===== src/rtl/nand_equiv_pkg.sv =====
// Shared types and helpers for the NAND equivalence checker.
package nand_equiv_pkg;

  typedef enum logic [2:0] {
    OP_AND      = 3'd0,
    OP_OR       = 3'd1,
    OP_NAND     = 3'd2,
    OP_NOR      = 3'd3,
    OP_XOR      = 3'd4,
    OP_XNOR     = 3'd5,
    OP_NAND_ALT = 3'd6,  // ~a | ~b
    OP_IMPL     = 3'd7   // ~a | b
  } op_e;

  typedef enum logic [1:0] {
    ST_IDLE  = 2'd0,
    ST_SWEEP = 2'd1,
    ST_DONE  = 2'd2
  } state_e;

  // Number of (x, y) vectors swept for a given operand width.
  function automatic int vec_count(input int width);
    return 1 << (2 * width);
  endfunction

endpackage


===== src/rtl/nand_fn_cell.sv =====
// One-bit structural implementation of the eight two-input functions,
// each built purely from 2-input NAND gates and selected by op.
module nand_fn_cell
  import nand_equiv_pkg::*;
(
  input  logic       a,
  input  logic       b,
  input  logic [2:0] op,
  output logic       s
);

  logic na, nb, nab;
  logic and_s, or_s, nand_s, nor_s;
  logic xor_t1, xor_t2, xor_s, xnor_s;
  logic nanb_s, impl_s;

  // Inverters and the shared a/b NAND term
  nand g_na  (na, a, a);
  nand g_nb  (nb, b, b);
  nand g_nab (nab, a, b);

  nand g_and  (and_s, nab, nab);
  nand g_or   (or_s, na, nb);
  nand g_nand (nand_s, a, b);
  nand g_nor  (nor_s, or_s, or_s);

  // Classic four-NAND XOR
  nand g_x1  (xor_t1, a, nab);
  nand g_x2  (xor_t2, b, nab);
  nand g_xor (xor_s, xor_t1, xor_t2);
  nand g_xnr (xnor_s, xor_s, xor_s);

  // ~a | ~b has its own gate so each function keeps an independent network
  nand g_nanb (nanb_s, a, b);
  nand g_impl (impl_s, a, nb);

  // Select the network output for the requested function
  always_comb begin
    s = 1'b0;
    case (op_e'(op))
      OP_AND:      s = and_s;
      OP_OR:       s = or_s;
      OP_NAND:     s = nand_s;
      OP_NOR:      s = nor_s;
      OP_XOR:      s = xor_s;
      OP_XNOR:     s = xnor_s;
      OP_NAND_ALT: s = nanb_s;
      OP_IMPL:     s = impl_s;
      default:     s = 1'b0;
    endcase
  end

endmodule


===== config.mk =====
export PLATFORM = sky130hd
export DESIGN_NAME = nand_fn_cell
export DESIGN_NICKNAME = d
export VERILOG_FILES = /design/src/rtl/nand_equiv_pkg.sv /design/src/rtl/nand_fn_cell.sv
export SDC_FILE = /design/constraint.sdc
export NUM_CORES = 1
export LEC_CHECK = 0
export ABC_AREA = 1
export ABC_CLOCK_PERIOD_IN_PS = 4730
export BUFFER_PORTS_ARGS = -buffer_cell sky130_fd_sc_hd__buf_4
export CAP_MARGIN = 20
export CORE_AREA = 2 2 39 41
export DETAILED_ROUTE_END_ITERATION = 6
export DIE_AREA = 0 0 41 43
export SLEW_MARGIN = 30
export SYNTH_ARGS = -nofsm -noshare
export SYNTH_HDL_FRONTEND = slang
export SYNTH_SLANG_ARGS = --single-unit
export TNS_END_PERCENT = 10

===== constraint.sdc =====
create_clock -name vclk -period 4.73
set_clock_uncertainty 0.1 [all_clocks]
set_input_delay 1.419 -clock vclk [all_inputs]
set_output_delay 1.419 -clock vclk [all_outputs]
set_load 0.02 [all_outputs]

# After elaboration in Yosys (flattened, before gate mapping)

Index checks and enable logic that the tools add are counted.

Output and inout port bits: 1
Bits of input ports: 5
Flip-flop bits (word level): 0
Bits in read-only memories: 0
Word-level logic and storage cells: 24
Memories: 0
Bits in writable memories: 0
Latch bits: 0

$mul: 0
Bitwise logic cells: 14
Magnitude comparators: 0
$add $sub $neg: 0
Equality and inequality tests: 7
Div/mod/pow operators: 0
Shift-type cells: 0
Reductions and logical operators: 2
Muxes and demuxes: 1

Operators by type and width:

| operator                                       | number |
|---|---|
| == test 3 bit (second input constant)          | 4 |
| NOT 1 bit                                      | 8 |
| case mux 1 bit (7 select lines)                | 1 |
| bitwise AND 1 bit                              | 6 |
| == test 3 x 2 -> 1 bit (second input constant) | 2 |
| == test 3 x 1 -> 1 bit (second input constant) | 1 |
| logical NOT 3 bit                              | 1 |
| OR reduction 2 bit                             | 1 |

# Logic depth before layout (Yosys ltp)

Gate-level depths: netlist (run 1).

Depth in word-level cells: 7
Depth in mapped cells: 9
Depth with buffers taken out: 9

# Least setup slack after synthesis (run 1)

No wires, ideal clock.

Path kind: input -> output
Start: input port a
End: output port s
Arrival time: 2136 ps
Buffers on the path: 0
Stages on the path: 9
Setup slack: 1075 ps
Path through: inv_1 -> ha_1 -> inv_1 -> nand2_1 -> nand2_1 -> nand2_1 -> nand3_1 -> nand2_1 -> inv_1

Cells in the longest elaborated chain, start to end: 7
Elaborated cells on any way between the ends: 14

Ends and longest elaborated chain:

| what                                 | line                                                       | RTL |
|---|---|---|
| start, declared                      | nand_fn_cell.sv:6                                          | `input logic a,` |
| bitwise AND 1 bit                    | nand_fn_cell.sv:20, nand_fn_cell.sv:24, nand_fn_cell.sv:34 |  |
| NOT 1 bit                            | nand_fn_cell.sv:20, nand_fn_cell.sv:24, nand_fn_cell.sv:34 |  |
| bitwise AND 1 bit (on tied branches) | nand_fn_cell.sv:28, nand_fn_cell.sv:29                     |  |
| NOT 1 bit (on tied branches)         | nand_fn_cell.sv:28, nand_fn_cell.sv:29                     |  |
| bitwise AND 1 bit                    | nand_fn_cell.sv:30                                         | `nand g_xor (xor_s, xor_t1, xor_t2);` |
| NOT 1 bit                            | nand_fn_cell.sv:30                                         |  |
| case mux 1 bit (7 select lines) (*)  | nand_fn_cell.sv:40                                         | `case (op_e'(op))` |
| end, declared                        | nand_fn_cell.sv:9                                          | `output logic s` |

Mark *: on every way between the ends. The rest lies on a longest branch, timed or not.

# Worst setup path in the final report (run 1)

Same ends and word-level chain as after synthesis.

==> results of run 1 <==
[power by group through the flow]
| stage | Clock [mW] | Combinational, mW | Sequential, mW |
|---|---|---|---|
| 2_1_floorplan | 0 | 0.00805 | 0 |
| 3_3_place_gp | 0 | 0.0144 | 0 |
| 3_5_place_dp | 0 | 0.0148 | 0 |
| 4_1_cts | 0 | 0.0149 | 0 |
| 5_1_grt | 0 | 0.0165 | 0 |
| 6_report | 0 | 0.0145 | 0 |
[cell usage after synthesis (all sizes together)]
master  instances
nand3           3
nand2           8
inv             9
ha              3
a21oi           1
[per-layer routing]
metal	wire length [µm]	part of all wire	up-vias
li1	-	-	81
met3	17	0.072	0
met5	0	0	-
met2	137	0.58	3
met4	0	0	0
met1	80	0.34	66
[stage by stage]
step                      power, mW  cell area, µm²  worst slack [ps]
after floorplan             0.00805             124              1070
after global placement       0.0144             189               891
after detailed placement     0.0148             189               876
after CTS                    0.0149             189               867
after global routing         0.0165             189               758
final                        0.0145             189               884
[worst min-delay path, stage by stage]
cell	delay [ps]
buf_4	80
inv_1	40
nand3_1	70
nand2_1	40
inv_1	40
buf_4	130
[cell usage in the layout (no fill, tap or decap)]
| master | n |
|---|---|
| a21oi_1 | 1 |
| buf_4 | 6 |
| ha_1 | 3 |
| nand3_1 | 3 |
| nand2_2 | 1 |
| inv_2 | 1 |
| inv_1 | 8 |
| nand2_1 | 7 |
[layout make-up]
cell class | count | area (µm²)
Multi-Input combinational cell | 15 | 90.1
Timing Repair Buffer | 6 | 45.0
Tap cell | 16 | 20.0
Fill cell | 172 | 1190
Inverter | 9 | 33.8
[path summary, 6_finish.rpt]
path | end | slack, ps | cells past startpoint
setup / recovery | s | 880 | 11
hold / removal | s | 3130 | 6
[cell families (layout without fill, tap and decap cells)]
| kind of cell | count (synthesis) | in the layout | share of synthesized area |
|---|---|---|---|
| AOI/OAI and AO/OA | 1 | 1 | 0.0404 |
| adders and majority gates | 3 | 3 | 0.303 |
| buffers and inverters | 9 | 15 | 0.273 |
| and+or+nand+nor | 11 | 11 | 0.384 |
==> qor.yml, run 1 <==
power_and_ir_drop:
  powerDensity_nw_per_um2: 76.7
  p_sw_uw: 7.51
  pwr-share-clk: 0
  power.internal_uw: 6.98
  comb_power_share: 1.000
  seq_power_share: 0
  max-vdd-ir-drop_mv: 0.00937
  p_leak_nw: 0.123
  swShare: 0.518
setup_path:
  arrival_ps: 2330
  critPathLaunchType: "input pin"
  path_class: "input pin to output pin"
  crit_fanout: 3
  crit_path_start: "a"
  path_cells: "buf_4 > inv_1 > ha_1 > inv_1 > nand2_1 > nand2_1 > nand2_1 > nand3_1 > nand2_1 > inv_1 > buf_4"
  worst_path_max_delay_cell: "ha_1"
  end_kind: "output pin"
  critPathBufInv: 5
  slowest_delay_ps: 280
  cpMostUsedCell: "nand2_1"
  crit_family: "buffers and inverters"
  required_ps: 3210
worst_hold_path:
  min_from: "op[1]"
  hold_class: "input pin to output pin"
global_routing:
  grt_pass1_vias: 136
  grtUsageMet3: 0
  busiest_layer: "met2"
  grt_use_met2: 0.0719
  grt_overflow: 0
  grt_max_degree: 4
  antenna_found_initial: 0
  use_met1: 0.0190
  grt_pass1_wl_um: 393
  grt_usage: 0.0290
timing:
  setup_viol: 0
  worstMarginPinSlew_ps: 111
  fin_crit_sh: 0.813
  timing.final.hold_violations: 0
  rsz0062_at_grt: "no"
  drv_slew: 0
  max_slew_margin: 0.926
  fmax_mhz: 260
  hold_slack_ps: 3130
  period_needed_ps: 3850
  tns_ps: 0
detailed_routing:
  drtIter0Drc: 0
  ant_nets: 0
  route.detailed.drc: 0
  avgViaCountPerCell: 3.26
  firstDrtPassIters: 1
  wirelength_um: 236
  wl_per_cell_um: 5.13
  via_count: 150
floorplan:
  dieArea_um2: 1760
  die_h_um: 43
  rows: 14
  start_util: 0.0895
  core_area_um2: 1380
  ioPinCount: 6
  die_width_um: 41
finish:
  final_util: 0.137
  n_clock_buffer: 0
  nNetsFinal: 40
  register_area_um2: 0
  drive_above_1_share: 0.267
  final_cell_count_no_fill: 46
  area_growth_syn_to_layout_pct: 52.5
  antenna_cells: 0
  seq_cells: 0
synth:
  seq_area_frac_synth: 0
  yosys.area.top_type: "ha_1"
  avgSynthCellArea_um2: 5.16
  synth_fp_nets: 32
  syn-cell-area_um2: 124
  synth_top_cell_area_share: 0.303
  synth.distinct_cells: 7
  netlist_top_cells_area: "ha_1 (30%), inv_1 (24%), nand2_1 (21%), nand3_1 (12%), nand2_2 (5.1%)"
  synthCells: 24
  synth_warnings: 0
outcome:
  status: "finished, final reports clean"
placement:
  gp_congestion: 0.596
  place_inst: 46
  dp_hpwl_um: 239
  portBuffers: 6
flow_run:
  maxCapViolations: 0
clock_network:
  hold_buffers: 0
  post_cts_buffers: 0
  cts_resized: 0
No activity file was read; power rests on OpenSTA's default activity.
==> inputs of run 2 (changes only) <==
ABC_AREA = 0   (was 1)
ABC_CLOCK_PERIOD_IN_PS = 3720   (was 4730)
clock period = 3.72 ns   (was 4.73 ns; I/O delays follow)
==> run 2 against run 1 <==
Via count is 35% lower. Die area is the same. Highest routed layer unchanged. Utilization down 1.6 points. Synthesized cell count down 50%. Clock-buffer cell count is the same. Combinational power grew 19%.
==> qor.yml, run 2 <==
clock_network:
  hold_buffers: 0  # unchanged
  cts_resized: 0  # unchanged
  post_cts_buffers: 0  # unchanged
timing:
  tns_ps: 0  # unchanged
  timing.final.hold_violations: 0  # unchanged
  drv_slew: 0  # unchanged
  fin_crit_sh: 0.946
  period_needed_ps: 3520
  rsz0062_at_grt: "no"
  fmax_mhz: 284
  setup_viol: 0  # unchanged
  worstMarginPinSlew_ps: 102  # -8.64 ps
  max_slew_margin: 0.930  # +0.00381
detailed_routing:
  wirelength_um: 198  # -16%
  wl_per_cell_um: 5.82  # +14%
  route.detailed.drc: 0  # unchanged
  firstDrtPassIters: 2  # +1
  drtIter0Drc: 2  # +2
  via_count: 98  # -35%
  avgViaCountPerCell: 2.88  # -12%
  ant_nets: 0  # unchanged
finish:
  area_growth_syn_to_layout_pct: 64.2
  antenna_cells: 0  # unchanged
  drive_above_1_share: 0.389  # +0.122
  register_area_um2: 0  # unchanged
  seq_cells: 0  # unchanged
  final_common_cell: "buf_4"
  final_cell_mix: "buf_4 (6), inv_1 (4), ha_1 (3)"
  nNetsFinal: 28  # -30%
  design_area_um2: 166  # -12%
  fillers: 155  # -9.9%
  n_clock_buffer: 0  # unchanged
floorplan:
  start_util: 0.0732  # -0.0163
  rows: 14  # unchanged
  ioPinCount: 6  # unchanged
  die_width_um: 41  # unchanged
  core_area_um2: 1380  # unchanged
  die_h_um: 43  # unchanged
  dieArea_um2: 1760  # unchanged
synth:
  syn-cell-area_um2: 101  # -18%
  netlist_top_cells_area: "ha_1 (37%), mux4_2 (22%), inv_1 (15%), mux2i_1 (9.9%), o21a_1 (7.4%)"
  synthCells: 12  # -50%
  synth_fp_nets: 20  # -38%
  yosys.area.top_type: "ha_1"
  seq_area_frac_synth: 0  # unchanged
  yosysMostFrequentCell: "inv_1"
  synth_warnings: 0  # unchanged
  synthTopCellsByCount: "inv_1 (4), ha_1 (3)"
  synth.distinct_cells: 7  # unchanged
  avgSynthCellArea_um2: 8.45  # +64%
  synth_top_cell_area_share: 0.370  # +0.0673
power_and_ir_drop:
  swShare: 0.429  # -0.0893
  pwr-share-clk: 0  # unchanged
  max-vdd-ir-drop_mv: 0.0218  # +130%
  powerDensity_nw_per_um2: 104  # +36%
  comb_power_share: 1.000  # about the same
  p_leak_nw: 0.0863  # -30%
  p_sw_uw: 7.43  # -1.2%
  power.internal_uw: 9.88  # +42%
  seq_power_share: 0  # unchanged
global_routing:
  grt_pass1_vias: 112  # -18%
  grt_pass1_wl_um: 420  # +6.9%
  grt_usage: 0.0320  # +0.00303
  grt_overflow: 0  # unchanged
  grt_max_degree: 5  # +1
  antenna_found_initial: 0  # unchanged
setup_path:
  required_ps: 2500  # -710 ps
  path_cells: "buf_4 > inv_1 > ha_1 > nand2_1 > o21ai_0 > mux4_2 > buf_4"
  cpMostUsedCell: "buf_4"
  arrival_ps: 2300  # -30 ps
  critPathLaunchType: "input pin"
  worst_path_max_delay_cell: "mux4_2"
  crit_fanout: 3  # unchanged
  slowest_delay_ps: 450  # +170 ps
  path_class: "input pin to output pin"
  end_kind: "output pin"
outcome:
  status: "finished, final reports clean"
worst_hold_path:
  hold_class: "input pin to output pin"
placement:
  gp_congestion: 0.489  # -18%
  portBuffers: 6  # unchanged
  placed_cell_area_um2: 166  # -12%
flow_run:
  maxCapViolations: 0  # unchanged
## run 2: worst paths after layout
check / cells past startpoint / slack, ps / to / from
worst max-delay path: 7 / 200 / s / a
worst min-delay path: 3 / 2510 / s / op[1]
## run 2: worst max-delay path: cells and delay by family
family	cells	cell delay [ps]
AO/OA/AOI/OAI	1	70
adder cells (fa/ha/maj)	1	280
AND/OR/NAND/NOR	1	80
buffers and inverters	3	310
multiplexers	1	450
## run 2: power groups by stage
stage          clock [mW]  sequential [mW]  combinational, mW
3_3_place_gp            0                0             0.0168
3_5_place_dp            0                0             0.0176
6_report                0                0             0.0173
4_1_cts                 0                0             0.0177
5_1_grt                 0                0             0.0201
2_1_floorplan           0                0            0.00903
## run 2: cells by family after synthesis
group / after synthesis / synth area share
buffers and inverters: 4 / 0.148
multiplexers: 2 / 0.321
adder cells (fa/ha/maj): 3 / 0.370
AND/OR/NAND/NOR: 1 / 0.0370
AO/OA/AOI/OAI: 2 / 0.123
## run 2: cell type report
class / instances / area, µm² / share of cell area
well taps: 16 / 20.0 / 0.120
multi-input cells: 8 / 86.3 / 0.519
repair buffers: 6 / 45.0 / 0.271
inverters: 4 / 15.0 / 0.0902
## run 2: layer usage
layer	vias up	routed length (µm)	global-route usage
met5	-	0	0
met4	0	0	0
met3	0	36	0
met2	6	62	0.0563
met1	40	99	0.0444
li1	52	-	-
## run 2: through the flow
step	hold slack, ps	util	std cells	worst slack (ps)	total power [mW]
global route	2530	0.120	34	78.0	0.0201
CTS	2510	0.120	34	189	0.0177
finish	2510	0.120	34	200	0.0173
floorplan	2360	-	12	438	0.00903
detailed placement	2510	0.120	34	200	0.0176
global placement	2500	0.120	34	219	0.0168
